==> src/rtl/best_k_tracker.sv <==
// best_k_tracker: keeps a sorted table of the K best (index, value) samples of a framed
// stream, strobes on every rank-0 change, and drains the ranked table over valid/ready.
module best_k_tracker #(
    parameter int VAL_W      = 9,
    parameter int IDX_W      = 16,
    parameter int K          = 4,
    parameter int MODE_MAX   = 0,
    parameter int TIE_LATEST = 1,
    localparam int RANK_W    = (K > 1) ? $clog2(K) : 1,
    localparam int CNT_W     = $clog2(K + 1)
) (
    input  logic              Clk,
    input  logic              Rst_n,
    input  logic              start,
    input  logic              in_valid,
    output logic              in_ready,
    input  logic [IDX_W-1:0]  in_index,
    input  logic [VAL_W-1:0]  in_value,
    input  logic              in_last,
    output logic              best_update,
    output logic [IDX_W-1:0]  best_index,
    output logic [VAL_W-1:0]  best_value,
    output logic              res_valid,
    input  logic              res_ready,
    output logic [RANK_W-1:0] res_rank,
    output logic [IDX_W-1:0]  res_index,
    output logic [VAL_W-1:0]  res_value,
    output logic              done
);

    typedef enum logic [1:0] {
        ST_IDLE  = 2'd0,
        ST_ACCUM = 2'd1,
        ST_DRAIN = 2'd2
    } state_t;

    state_t            state_r;
    logic [IDX_W-1:0]  tab_idx_r [K];
    logic [VAL_W-1:0]  tab_val_r [K];
    logic [K-1:0]      tab_vld_r;
    logic [CNT_W-1:0]  count_r;

    logic [K-1:0]      beat_s;
    logic              hit_s;
    logic [RANK_W-1:0] pos_s;
    logic [IDX_W-1:0]  nxt_idx_s [K];
    logic [VAL_W-1:0]  nxt_val_s [K];
    logic [K-1:0]      nxt_vld_s;
    logic [CNT_W-1:0]  count_nxt_s;
    logic [RANK_W-1:0] rank_nxt_s;
    logic [IDX_W-1:0]  rd_idx_s;
    logic [VAL_W-1:0]  rd_val_s;
    logic              last_s;

    // An invalid slot is always beaten; equal values only win when the later sample is favoured.
    function automatic logic beats(input logic [VAL_W-1:0] new_val,
                                   input logic [VAL_W-1:0] ent_val,
                                   input logic             ent_vld);
        logic b;
        if (!ent_vld) begin
            b = 1'b1;
        end else if (new_val == ent_val) begin
            b = (TIE_LATEST != 0);
        end else if (MODE_MAX != 0) begin
            b = (new_val > ent_val);
        end else begin
            b = (new_val < ent_val);
        end
        return b;
    endfunction

    // Find the lowest rank the incoming sample beats (the insert position).
    always_comb begin
        beat_s = '0;
        pos_s  = '0;
        for (int i = K - 1; i >= 0; i--) begin
            beat_s[i] = beats(in_value, tab_val_r[i], tab_vld_r[i]);
            pos_s     = beat_s[i] ? RANK_W'(i) : pos_s;
        end
    end

    assign hit_s = |beat_s;

    // Table after insertion: ranks above pos kept, sample at pos, the rest shift down one.
    always_comb begin
        nxt_idx_s    = tab_idx_r;
        nxt_val_s    = tab_val_r;
        nxt_vld_s    = tab_vld_r;
        nxt_idx_s[0] = (hit_s && pos_s == '0) ? in_index : tab_idx_r[0];
        nxt_val_s[0] = (hit_s && pos_s == '0) ? in_value : tab_val_r[0];
        nxt_vld_s[0] = tab_vld_r[0] | (hit_s && pos_s == '0);
        for (int i = 1; i < K; i++) begin
            if (!hit_s || int'(pos_s) > i) begin
                nxt_idx_s[i] = tab_idx_r[i];
                nxt_val_s[i] = tab_val_r[i];
                nxt_vld_s[i] = tab_vld_r[i];
            end else if (int'(pos_s) == i) begin
                nxt_idx_s[i] = in_index;
                nxt_val_s[i] = in_value;
                nxt_vld_s[i] = 1'b1;
            end else begin
                nxt_idx_s[i] = tab_idx_r[i-1];
                nxt_val_s[i] = tab_val_r[i-1];
                nxt_vld_s[i] = tab_vld_r[i-1];
            end
        end
        count_nxt_s = (hit_s && count_r != CNT_W'(K)) ? count_r + CNT_W'(1'b1) : count_r;
    end

    // Drain read port: the entry that follows the one currently presented.
    always_comb begin
        rank_nxt_s = res_rank + RANK_W'(1'b1);
        rd_idx_s   = '0;
        rd_val_s   = '0;
        for (int i = 0; i < K; i++) begin
            rd_idx_s = (RANK_W'(i) == rank_nxt_s) ? tab_idx_r[i] : rd_idx_s;
            rd_val_s = (RANK_W'(i) == rank_nxt_s) ? tab_val_r[i] : rd_val_s;
        end
        last_s = ((32'(res_rank) + 32'd1) == 32'(count_r));
    end

    // Control FSM, table storage and all registered outputs.
    always_ff @(posedge Clk or negedge Rst_n) begin
        if (!Rst_n) begin
            state_r     <= ST_IDLE;
            tab_vld_r   <= '0;
            count_r     <= '0;
            in_ready    <= 1'b0;
            best_update <= 1'b0;
            best_index  <= '0;
            best_value  <= '0;
            res_valid   <= 1'b0;
            res_rank    <= '0;
            res_index   <= '0;
            res_value   <= '0;
            done        <= 1'b0;
            for (int i = 0; i < K; i++) begin
                tab_idx_r[i] <= '0;
                tab_val_r[i] <= '0;
            end
        end else begin
            best_update <= 1'b0;
            done        <= 1'b0;
            if (start) begin
                // start wins over any sample or handshake in the same cycle
                state_r    <= ST_ACCUM;
                in_ready   <= 1'b1;
                tab_vld_r  <= '0;
                count_r    <= '0;
                best_index <= '0;
                best_value <= '0;
                res_valid  <= 1'b0;
                res_rank   <= '0;
                res_index  <= '0;
                res_value  <= '0;
                for (int i = 0; i < K; i++) begin
                    tab_idx_r[i] <= '0;
                    tab_val_r[i] <= '0;
                end
            end else begin
                case (state_r)
                    ST_IDLE: begin
                        in_ready  <= 1'b0;
                        res_valid <= 1'b0;
                    end
                    ST_ACCUM: begin
                        if (in_valid) begin
                            tab_idx_r <= nxt_idx_s;
                            tab_val_r <= nxt_val_s;
                            tab_vld_r <= nxt_vld_s;
                            count_r   <= count_nxt_s;
                            if (hit_s && pos_s == '0) begin
                                best_update <= 1'b1;
                                best_index  <= in_index;
                                best_value  <= in_value;
                            end
                            if (in_last) begin
                                state_r   <= ST_DRAIN;
                                in_ready  <= 1'b0;
                                res_valid <= 1'b1;
                                res_rank  <= '0;
                                res_index <= nxt_idx_s[0];
                                res_value <= nxt_val_s[0];
                            end
                        end
                    end
                    ST_DRAIN: begin
                        if (res_ready) begin
                            if (last_s) begin
                                state_r   <= ST_IDLE;
                                res_valid <= 1'b0;
                                res_rank  <= '0;
                                res_index <= '0;
                                res_value <= '0;
                                done      <= 1'b1;
                            end else begin
                                res_rank  <= rank_nxt_s;
                                res_index <= rd_idx_s;
                                res_value <= rd_val_s;
                            end
                        end
                    end
                    default: begin
                        state_r   <= ST_IDLE;
                        in_ready  <= 1'b0;
                        res_valid <= 1'b0;
                    end
                endcase
            end
        end
    end

endmodule
==> config.mk <==
export PLATFORM = sky130hd
export DESIGN_NAME = best_k_tracker
export DESIGN_NICKNAME = d
export VERILOG_FILES = /design/src/rtl/best_k_tracker.sv
export SDC_FILE = /design/constraint.sdc
export NUM_CORES = 1
export LEC_CHECK = 0
export ABC_CLOCK_PERIOD_IN_PS = 3050
export BUFFER_PORTS_ARGS = -buffer_cell sky130_fd_sc_hd__buf_2
export CORE_ASPECT_RATIO = 1.25
export CORE_MARGIN = 3
export CORE_UTILIZATION = 60
export DETAILED_ROUTE_END_ITERATION = 8
export HOLD_SLACK_MARGIN = 0.15
export PLACE_DENSITY_LB_ADDON = 0.3
export SYNTH_ARGS = -nofsm -noshare
export SYNTH_HDL_FRONTEND = slang
export SYNTH_SLANG_ARGS = --single-unit
==> constraint.sdc <==
create_clock -name Clk -period 3.05 [get_ports Clk]
set_clock_uncertainty 0.1 [all_clocks]
set_input_delay 0.4575 -clock Clk [delete_from_list [all_inputs] [get_ports Clk]]
set_output_delay 0.4575 -clock Clk [all_outputs]
set_load 0.01 [all_outputs]
==> flow_metrics.tcl <==
set metrics [dict create \
    first_global_vias 8198 \
    end_kind "flop" \
    dpl.cell_count 1227 \
    drive_gt1_frac 0.195 \
    cts.htree.levels 4 \
    dp_hpwl_um 18900 \
    fp.dieW_um 117 \
    timing.fmax_mhz 329 \
    r2r_start "tab_val_r[26]$_DFFE_PN0P_" \
    async_flop_share 1.00 \
    io_pins 87 \
    placed_cell_area_mm2 0.0101 \
    min_period_over_period 0.997 \
    setup_violations 0 \
    synth-simple-area-share 0.155 \
    final_cell_mix "dfrtp_1 (165), nand2_1 (129), a21oi_1 (128), buf_2 (85), buf_4 (67)" \
    p_leak_nw 5.09 \
    first_pass_iters 7 \
    hold_path_class "input pin to flop" \
    rsz0062_at_grt "false" \
    die_h_um 145 \
    path_clk_slew_ns 0.06 \
    slowest_delay_ns 0.42 \
    power.density_mw_per_mm2 500 \
    synthMuxAreaShare 0.0524 \
    synth_edf_count 0 \
    cap_violations 0 \
    cts_tree "done" \
    postSynthCellCount 964 \
    synthAdderAreaFrac 0.0583 \
    drt_first_iter_violations 669 \
    switchingPower_mw 1.53 \
    vias 8353 \
    p_comb_frac 0.174 \
    synth_xor_area_frac 0.00285 \
    ys_warn_count 0 \
    holdPathStages 3 \
    slew_viol_final 0 \
    critPathTopFamily "compound AO/OA/AOI/OAI gates" \
    pre_cts_ws_ns -0.0481 \
    cts_max_path_buffers 2 \
    hp-start "res_ready" \
    port_buffers 86 \
    syn_nets 1038 \
    critical_path_class "flop to flop" \
    antenna_left 0 \
    wire_per_inst_um 21.7 \
    p_sw_frac 0.283 \
    final.min_clock_period_ns 3.04 \
    initial_core_util 0.615 \
    grt_use_total 0.333 \
    critPathMaxFanout 12 \
    min_to "done$_DFF_PN0_" \
    slew_headroom 0.266 \
    cts_buffers 17 \
    ys_seq_elements 165 \
    final_hold_viol_count 0 \
    postSynthAreaPerCell_um2 9.58 \
    wirelength_um 27400 \
    crit_path_start_kind "flop" \
    antenna_found_initial 0 \
    pwr-share-clk 0.384 \
    stdcell_count 1262 \
    die_area_mm2 0.0169 \
    overflow 0 \
    critPathArrivalTime_ns 3.26 \
    worstReg2RegEnd "tab_idx_r[15]$_DFFE_PN0P_" \
    yosysSeqAreaShare 0.447 \
    gp_congestion 0.918 \
    status "finished clean" \
    seqPwrFrac 0.443 \
    max-vdd-ir-drop_mv 0.410 \
    crit_path_top_delay_cell "dfrtp_1" \
    area_growth_pct 16.7 \
    synth_top_family_by_area "compound AO/OA/AOI/OAI gates" \
    fp-row-count 50 \
    path_buf_inv 2 \
    stdcell_area_mm2 0.0108 \
    coreArea_mm2 0.0150 \
    layout_commonest_cell "dfrtp_1" \
    rrSetupSlack_ns 0.008 \
    antenna-diode-count 0 \
    remaining_drc_errors 0 \
    grt_pass1_wl_um 43400 \
    synth-compound-area-share 0.232 \
    cts_num_sinks 165 \
    setup_tns_ns 0 \
    synth_area_mm2 0.00923 \
    p_int_mw 3.86 \
    reg2reg_depth 10 \
    layout_setup_ws_ns 0.00799 \
    hold_ws_ns 0.204 \
    viasPerCell 6.62 \
    tightest_slew_ns 1.10 \
    synth_cell_types 60 \
    fin_nets 1143 \
    clock_latency_ns 0.43 \
    n_fill_cell 1169 \
    crit_chain "inv_1 -> ha_1 -> and4_1 -> nand2_1 -> o211ai_1 -> o221a_2 -> buf_4 -> and4_4 -> o21a_2 -> a221o_1" \
    critPathRequiredTime_ns 3.26 \
    grt_max_degree 68 \
    root_buffer "clkbuf_16" \
    synthFlopType "dfrtp_1" \
]
logic make-up after synthesis:
| kind of cell | Yosys count |
|---|---|
| xor gates and xnor gates | 3 |
| and+or+nand+nor | 282 |
| adders and majority gates | 43 |
| AOI/OAI and AO/OA | 306 |
| DFF | 165 |
| muxes | 48 |
| buffers and inverters | 117 |
power by group through the flow:
stage	clock, mW	combinational, mW	sequential (mW)
6_report	2.07	0.936	2.39
5_1_grt	2.19	1.02	2.40
4_1_cts	2.09	0.914	2.38
3_5_place_dp	0	0.909	2.42
3_3_place_gp	0	0.891	2.42
2_1_floorplan	0	0.496	2.43
cell usage after synthesis, drive strengths merged, types with 4 or more instances:
master,number,area (µm²)
nand2,132,505
o2bb2ai,50,438
nand2b,4,25.0
nor4b,25,219
nor3,19,100
inv,43,161
a32o,17,170
a221o,29,290
o21ai,34,170
a22oi,8,60.1
buf,23,135
nand3,9,50.1
a221oi,15,131
nor2b,21,131
a21oi,133,696
ha,43,538
o211ai,4,30.0
clkbuf,50,188
nor2,32,123
and3,26,163
mux2i,45,450
nand4,4,31.3
dfrtp,165,4130
metal layers:
layer,global-route usage,vias up,routed length (µm)
li1,-,3766,-
met1,0.417,4101,10700
met2,0.546,389,13600
met3,0.0566,97,1670
met4,0.187,0,1490
met5,0,-,0
how the worst max path moves through the flow:
stage                                    from                   endpoint  slack (ns)  cells after the start
finish              tab_val_r[26]$_DFFE_PN0P_  tab_idx_r[15]$_DFFE_PN0P_       0.008                     10
global route        tab_val_r[26]$_DFFE_PN0P_   tab_val_r[0]$_DFFE_PN0P_      0.0008                     10
CTS                 tab_val_r[35]$_DFFE_PN0P_  tab_idx_r[30]$_DFFE_PN0P_         0.1                     12
detailed placement                in_value[8]  tab_idx_r[10]$_DFFE_PN0P_       -0.05                     10
global placement                  in_value[8]   tab_val_r[2]$_DFFE_PN0P_       -0.01                     10
floorplan                         in_value[8]   tab_idx_r[0]$_DFFE_PN0P_        0.43                     10
state kept, by name, summed over array words and instances (netlist names):
signal       flops
best_index      16
count_r          3
best_value       9
state_r          2
tab_val_r       36
done             1
best_update      1
in_ready         1
res_valid        1
res_rank         2
tab_idx_r       64
res_index       16
tab_vld_r        4
res_value        9
area by class of cell:
class / instances / area, µm² / area share
multi-input combinational: 683 / 4680 / 0.434
sequential: 165 / 4130 / 0.383
timing repair buffer: 158 / 1020 / 0.0947
clock buffer: 20 / 447 / 0.0414
tap: 182 / 228 / 0.0211
inverter: 44 / 165 / 0.0153
clock inverter: 10 / 109 / 0.0101
metrics by stage:
stage,util,total power [mW]
after CTS,0.713,5.39
after floorplan,-,2.93
final,0.718,5.39
after detailed placement,0.675,3.33
after global routing,0.718,5.61
after global placement,0.675,3.31
tightest hold or removal path: stages:
cell and delay (ns):
buf_2 0.11, nand2_1 0.08, nor3_1 0.05
repair_timing:
item                       4_1_cts  5_1_grt
setup endpoints to repair        0       77
resized for setup                0        5
buffers inserted                 0        3
hold buffers                     1        0
hold endpoints to repair        63        0
Note: power is estimated with default switching activity, not from simulation.
